## src/rtl/muldiv_if.sv

```systemverilog
// Execute-stage <-> HI/LO sequencer bundle: decoded op bits, operands, handshake and results.
interface muldiv_if;
    logic        valid_i;
    logic        op_mult;
    logic        op_multu;
    logic        op_div;
    logic        op_divu;
    logic        op_mthi;
    logic        op_mtlo;
    logic        op_mfhi;
    logic        op_mflo;
    logic [31:0] src1_i;
    logic [31:0] src2_i;
    logic        ready_i;
    logic        cancel_i;
    logic        done_o;
    logic [31:0] rdata_o;
    logic [31:0] hi_o;
    logic [31:0] lo_o;
    logic        busy_o;
    logic [31:0] perfcnt_muldiv_stall;

    modport master (
        output valid_i, op_mult, op_multu, op_div, op_divu,
               op_mthi, op_mtlo, op_mfhi, op_mflo,
               src1_i, src2_i, ready_i, cancel_i,
        input  done_o, rdata_o, hi_o, lo_o, busy_o, perfcnt_muldiv_stall
    );

    modport slave (
        input  valid_i, op_mult, op_multu, op_div, op_divu,
               op_mthi, op_mtlo, op_mfhi, op_mflo,
               src1_i, src2_i, ready_i, cancel_i,
        output done_o, rdata_o, hi_o, lo_o, busy_o, perfcnt_muldiv_stall
    );
endinterface

```

## src/rtl/muldiv_ctrl.sv

```systemverilog
// HI/LO sequencer: 2-cycle multiply, 32-step restoring divide, moves to/from HI/LO.
// Stalls execute via done_o until the result is ready; HI/LO commit only on fire; cancel aborts.
module muldiv_ctrl (
    input  logic     clk,
    input  logic     resetn,
    muldiv_if.slave  bus
);

    typedef enum logic [1:0] {IDLE, MUL, DIV, DONE} state_t;

    state_t       state, state_nxt;
    logic         long_op, is_mul_op, done, fire, accept;
    logic         s1, s2;
    logic [31:0]  abs1, abs2;

    logic         is_mul;
    logic [32:0]  mul_a, mul_b;
    logic [63:0]  prod;
    logic signed [65:0] prod_full;
    logic [31:0]  dvd, dvs, rem;
    logic [4:0]   cnt;
    logic         sq, sr;
    logic [32:0]  trial;
    logic [31:0]  res_hi, res_lo;
    logic [31:0]  hi, lo, stall_cnt;

    assign long_op   = bus.op_mult | bus.op_multu | bus.op_div | bus.op_divu;
    assign is_mul_op = bus.op_mult | bus.op_multu;
    assign accept    = (state == IDLE) && bus.valid_i && long_op && !bus.cancel_i;

    assign s1   = bus.op_div & bus.src1_i[31];
    assign s2   = bus.op_div & bus.src2_i[31];
    assign abs1 = s1 ? 32'd0 - bus.src1_i : bus.src1_i;
    assign abs2 = s2 ? 32'd0 - bus.src2_i : bus.src2_i;

    assign done = (state == IDLE) ? !(bus.valid_i && long_op) : (state == DONE);
    assign fire = bus.valid_i && done && bus.ready_i && !bus.cancel_i;

    assign prod_full = $signed(mul_a) * $signed(mul_b);

    // Full-width remainder in the trial keeps unsigned divisors above 2^31 exact.
    assign trial  = {rem, dvd[31]} - {1'b0, dvs};
    assign res_hi = is_mul ? prod[63:32] : (sr ? 32'd0 - rem : rem);
    assign res_lo = is_mul ? prod[31:0]  : (sq ? 32'd0 - dvd : dvd);

    always_comb begin
        state_nxt = state;
        case (state)
            IDLE: if (accept) state_nxt = is_mul_op ? MUL : DIV;
            MUL:  state_nxt = DONE;
            DIV:  if (cnt == 5'd0) state_nxt = DONE;
            DONE: if (fire) state_nxt = IDLE;
            default: state_nxt = IDLE;
        endcase
        if (bus.cancel_i) state_nxt = IDLE;
    end

    always_ff @(posedge clk) begin
        if (!resetn) begin
            state     <= IDLE;
            is_mul    <= 1'b0;
            mul_a     <= 33'd0;
            mul_b     <= 33'd0;
            prod      <= 64'd0;
            dvd       <= 32'd0;
            dvs       <= 32'd0;
            rem       <= 32'd0;
            cnt       <= 5'd0;
            sq        <= 1'b0;
            sr        <= 1'b0;
            hi        <= 32'd0;
            lo        <= 32'd0;
            stall_cnt <= 32'd0;
        end else begin
            state <= state_nxt;
            if (bus.valid_i && !done) stall_cnt <= stall_cnt + 32'd1;

            case (state)
                IDLE: if (accept) begin
                    is_mul <= is_mul_op;
                    mul_a  <= {bus.op_mult & bus.src1_i[31], bus.src1_i};
                    mul_b  <= {bus.op_mult & bus.src2_i[31], bus.src2_i};
                    dvd    <= abs1;
                    dvs    <= abs2;
                    sq     <= s1 ^ s2;
                    sr     <= s1;
                    rem    <= 32'd0;
                    cnt    <= 5'd31;
                end
                MUL: prod <= prod_full[63:0];
                DIV: begin
                    // Dividend register doubles as the quotient shift register.
                    rem <= trial[32] ? {rem[30:0], dvd[31]} : trial[31:0];
                    dvd <= {dvd[30:0], !trial[32]};
                    if (cnt != 5'd0) cnt <= cnt - 5'd1;
                end
                default: ;
            endcase

            if (fire) begin
                if (state == DONE) begin
                    hi <= res_hi;
                    lo <= res_lo;
                end else if (bus.op_mthi) begin
                    hi <= bus.src1_i;
                end else if (bus.op_mtlo) begin
                    lo <= bus.src1_i;
                end
            end
        end
    end

    assign bus.done_o               = done;
    assign bus.rdata_o              = bus.op_mfhi ? hi : (bus.op_mflo ? lo : 32'd0);
    assign bus.hi_o                 = hi;
    assign bus.lo_o                 = lo;
    assign bus.busy_o               = (state != IDLE);
    assign bus.perfcnt_muldiv_stall = stall_cnt;

endmodule

```

## src/flat_wrapper.sv

```systemverilog
// flat-port wrapper written by rule: the top's interface ports become plain ports
module muldiv_ctrl_flat 
  (clk, resetn, bus_valid_i, bus_op_mult, bus_op_multu, bus_op_div, bus_op_divu, bus_op_mthi, bus_op_mtlo, bus_op_mfhi, bus_op_mflo, bus_src1_i, bus_src2_i, bus_ready_i, bus_cancel_i, bus_done_o, bus_rdata_o, bus_hi_o, bus_lo_o, bus_busy_o, bus_perfcnt_muldiv_stall);
  muldiv_if bus_i ();
  input  logic clk;
  input  logic resetn;
  input wire logic [$bits(bus_i.valid_i)-1:0] bus_valid_i;
  input wire logic [$bits(bus_i.op_mult)-1:0] bus_op_mult;
  input wire logic [$bits(bus_i.op_multu)-1:0] bus_op_multu;
  input wire logic [$bits(bus_i.op_div)-1:0] bus_op_div;
  input wire logic [$bits(bus_i.op_divu)-1:0] bus_op_divu;
  input wire logic [$bits(bus_i.op_mthi)-1:0] bus_op_mthi;
  input wire logic [$bits(bus_i.op_mtlo)-1:0] bus_op_mtlo;
  input wire logic [$bits(bus_i.op_mfhi)-1:0] bus_op_mfhi;
  input wire logic [$bits(bus_i.op_mflo)-1:0] bus_op_mflo;
  input wire logic [$bits(bus_i.src1_i)-1:0] bus_src1_i;
  input wire logic [$bits(bus_i.src2_i)-1:0] bus_src2_i;
  input wire logic [$bits(bus_i.ready_i)-1:0] bus_ready_i;
  input wire logic [$bits(bus_i.cancel_i)-1:0] bus_cancel_i;
  output wire logic [$bits(bus_i.done_o)-1:0] bus_done_o;
  output wire logic [$bits(bus_i.rdata_o)-1:0] bus_rdata_o;
  output wire logic [$bits(bus_i.hi_o)-1:0] bus_hi_o;
  output wire logic [$bits(bus_i.lo_o)-1:0] bus_lo_o;
  output wire logic [$bits(bus_i.busy_o)-1:0] bus_busy_o;
  output wire logic [$bits(bus_i.perfcnt_muldiv_stall)-1:0] bus_perfcnt_muldiv_stall;
  assign bus_i.valid_i = bus_valid_i;
  assign bus_i.op_mult = bus_op_mult;
  assign bus_i.op_multu = bus_op_multu;
  assign bus_i.op_div = bus_op_div;
  assign bus_i.op_divu = bus_op_divu;
  assign bus_i.op_mthi = bus_op_mthi;
  assign bus_i.op_mtlo = bus_op_mtlo;
  assign bus_i.op_mfhi = bus_op_mfhi;
  assign bus_i.op_mflo = bus_op_mflo;
  assign bus_i.src1_i = bus_src1_i;
  assign bus_i.src2_i = bus_src2_i;
  assign bus_i.ready_i = bus_ready_i;
  assign bus_i.cancel_i = bus_cancel_i;
  assign bus_done_o = bus_i.done_o;
  assign bus_rdata_o = bus_i.rdata_o;
  assign bus_hi_o = bus_i.hi_o;
  assign bus_lo_o = bus_i.lo_o;
  assign bus_busy_o = bus_i.busy_o;
  assign bus_perfcnt_muldiv_stall = bus_i.perfcnt_muldiv_stall;
  muldiv_ctrl u_core (.clk(clk), .resetn(resetn), .bus(bus_i));
endmodule
```

## config.mk

```make
export PLATFORM = sky130hd
export DESIGN_NAME = muldiv_ctrl_flat
export DESIGN_NICKNAME = d
export VERILOG_FILES = /design/src/rtl/muldiv_if.sv /design/src/rtl/muldiv_ctrl.sv /design/src/flat_wrapper.sv
export SDC_FILE = /design/constraint.sdc
export NUM_CORES = 2
export LEC_CHECK = 0
export CAP_MARGIN = 20
export CORE_MARGIN = 2
export CORE_UTILIZATION = 25
export CTS_BUF_LIST = sky130_fd_sc_hd__clkbuf_16
export CTS_CLUSTER_DIAMETER = 200
export DETAILED_ROUTE_END_ITERATION = 7
export SLEW_MARGIN = 30
export SYNTH_ARGS = -nofsm -noshare
export SYNTH_HDL_FRONTEND = slang
export SYNTH_SLANG_ARGS = --single-unit
```

## constraint.sdc

```tcl
create_clock -name clk -period 10.4 [get_ports clk]
set_input_delay 2.08 -clock clk [delete_from_list [all_inputs] [get_ports clk]]
set_output_delay 2.08 -clock clk [all_outputs]
set_load 0.01 [all_outputs]
```

==> metrics.yaml <==
tightest_slew_ns: 1.05
syn-instance-count: 6496
avgRoutedWirePerCell_um: 17.8
finalHoldViolCount: 0
numCtsBuffers: 40
synth.avg_cell_area_sq_um: 8.75
hpwl_mm: 137
placed_area_sq_um: 61900
drv_cap: 0
clkSinkCount: 331
utilization: 0.279
placeableCoreArea_sq_um: 227000
postLayoutCellArea_sq_um: 63300
pre_cts_slack_ns: 1.67
synth_edf_count: 0
grt_use_total: 0.147
yosysWarnings: 0
routed_wl_mm: 169
viasPerCell: 4.66
whs_ns: 0.467
grt_antenna_before_repair: 9
yosysSeqAreaShare: 0.117
yosysTopAreaCell: "fa_1"
clk_pin_slew_ns: 0.07
cts_resized: 0
clk_latency_ns: 0.57
grt_pass1_wl_mm: 271
h-tree-depth: 2
async_reset_ff_frac: 0
ys_ff_latch: 331
cts_max_path_buffers: 3
required_ns: 10.87
crit_path_max_fanout: 20
fmax_mhz: 114
setup-violations-final: 0
first_pass_iters: 7
grt_max_degree: 166
syn_area_sq_um: 56900
power.density_nw_per_um2: 67.8
multi_input_area_sq_um: 44700
netlist_top_cells_area: "fa_1 (40%), dfxtp_1 (12%), inv_1 (7.2%)"
rows: 175
yosysUniqueCellTypes: 85
relSlewSlack: 0.297
leakage_nw: 28.6
globalRouteOverflowTotal: 0
place.gp.congestion: 0.907
startpoint_type: "flop"
syn_nets: 7955
postRouteAntennaNets: 0
hold_buffers: 0
crit_type: "flop to flop"
vdd_drop_max_mv: 0.127
finalClockSkew_ns: 0.0245
end_kind: "flop"
rsz0062_at_grt: "no"
fill_cells: 24200
drc: 0
critical_path_arrival_ns: 9.26
drive_above_1_share: 0.0315
slew_violations: 0
yosysMostFrequentCell: "fa_1"
synth.top_cells.by_count: "fa_1 (1,126), inv_1 (1,096), nand2_1 (1,096)"
die_width_um: 481
synth_ff_type: "dfxtp_1"
period_needed_ns: 8.78
yosysTopAreaCellShare: 0.396
rrSetupSlack_ns: 1.62
start_util: 0.251
status: "finished, final reports clean"
regArea_sq_um: 6650
post_cts_buffers: 0
area_growth_pct: 11.3
fin_nets: 7908
dr.first_iter.drc_count: 3181
pin_count: 207
clock-root-buffer: "clkbuf_16"
setup_tns_ns: 0
vias: 44300
holdCritPathClass: "flop to flop"
portBuffers: 206
setup_slack_ns: 1.62
cts_tree: "built"
fin_crit_sh: 0.844
grt_pass1_vias: 47000
fp.dieH_um: 481
die_area_sq_um: 231000
==> critical path, cell delays in order (launching register included) <==
cell and delay, ns:
dfxtp_1 0.73, buf_4 0.39, nand2_1 0.13, fa_1 0.46
fa_1 0.52, inv_1 0.05, fa_1 0.48, inv_1 0.06
fa_1 0.53, inv_1 0.06, fa_1 0.48, fa_1 0.51
fa_1 0.53, inv_1 0.06, fa_1 0.49, inv_1 0.05
ha_1 0.35, a21oi_1 0.20, o21ai_0 0.15, o41a_1 0.38
a2111oi_0 0.78, a211o_1 0.28, a21oi_1 0.13, a221o_1 0.36
a41oi_1 0.24, o21ai_0 0.11, a31oi_1 0.20
==> flip-flops by register name (all words and copies together), names as in the netlist, 2 cells and up <==
signal and count:
u_core.prod 64, u_core.state 2, u_core.bus.perfcnt_muldiv_stall 32, u_core.rem 32, u_core.mul_a 33, u_core.bus.hi_o 32, u_core.dvs 32, u_core.bus.lo_o 32
u_core.mul_b 32, u_core.dvd 32, u_core.cnt 5
==> area by class of cell <==
type / count / area share
Timing Repair Buffer: 297 / 0.0437
Antenna cell: 1 / 0.0000395
Sequential cell: 331 / 0.105
Tap cell: 3009 / 0.0595
Clock buffer: 41 / 0.0162
Inverter: 1096 / 0.0650
Clock inverter: 31 / 0.00480
Multi-Input combinational cell: 4683 / 0.706
==> where the power goes <==
group | switching [mW] | total [mW] | internal (mW)
registers | 0.102 | 1.42 | 1.32
logic | 0.881 | 1.40 | 0.516
clock network | 0.608 | 1.47 | 0.865
==> cells by family (layout without fill, tap and decap cells) <==
logic type                 count (synthesis)  after routing  share of synthesized area
DFF                                      331            331                      0.117
and+or+nand+nor                         2103           2103                      0.180
adders and majority gates               1382           1382                      0.453
buffers and inverters                   1482           1465                     0.0991
xor gates and xnor gates                 237            237                     0.0365
AOI/OAI and AO/OA                        870            870                     0.0989
other                                      0              1                          0
muxes                                     91             91                     0.0160
==> cell usage in the layout (no fill, tap or decap), types with 50 or more instances in the layout <==
| master | count |
|---|---|
| xnor2_1 | 122 |
| inv_1 | 1100 |
| buf_4 | 90 |
| a21o_1 | 57 |
| a31oi_1 | 50 |
| ha_1 | 253 |
| fa_1 | 1125 |
| o21ai_0 | 298 |
| mux2i_1 | 91 |
| clkdlybuf4s50_1 | 204 |
| dfxtp_1 | 317 |
| nand2_1 | 1096 |
| xor2_1 | 115 |
| a21oi_1 | 137 |
| and2_1 | 567 |
| nor2b_1 | 90 |
| a21boi_0 | 108 |
| nor2_1 | 89 |
==> final timing paths <==
kind,start,to,cells past startpoint
setup / recovery,u_core.mul_b[4]$_SDFFE_PN0P_,u_core.prod[63]$_SDFFE_PN0N_,26
hold / removal,u_core.mul_a[25]$_SDFFE_PN0P_,u_core.mul_a[25]$_SDFFE_PN0P_,2
setup reg to reg,u_core.mul_b[4]$_SDFFE_PN0P_,u_core.prod[63]$_SDFFE_PN0N_,26
hold reg to reg,u_core.mul_a[25]$_SDFFE_PN0P_,u_core.mul_a[25]$_SDFFE_PN0P_,2
==> routing by layer <==
metal / share of wire / GRT usage / routed length [um]
met1: 0.45 / 0.207 / 75700
met5: 0.00017 / 0 / 29
met4: 0.022 / 0.0304 / 3770
met3: 0.071 / 0.0206 / 12000
met2: 0.46 / 0.238 / 77100
==> through the flow <==
step	std cells	total power, mW
5_1_grt	9488	4.52
3_5_place_dp	9416	2.82
3_3_place_gp	9416	2.81
4_1_cts	9488	4.31
2_1_floorplan	6496	2.32
6_report	9489	4.29
Note: power is estimated with default switching activity, not from simulation.
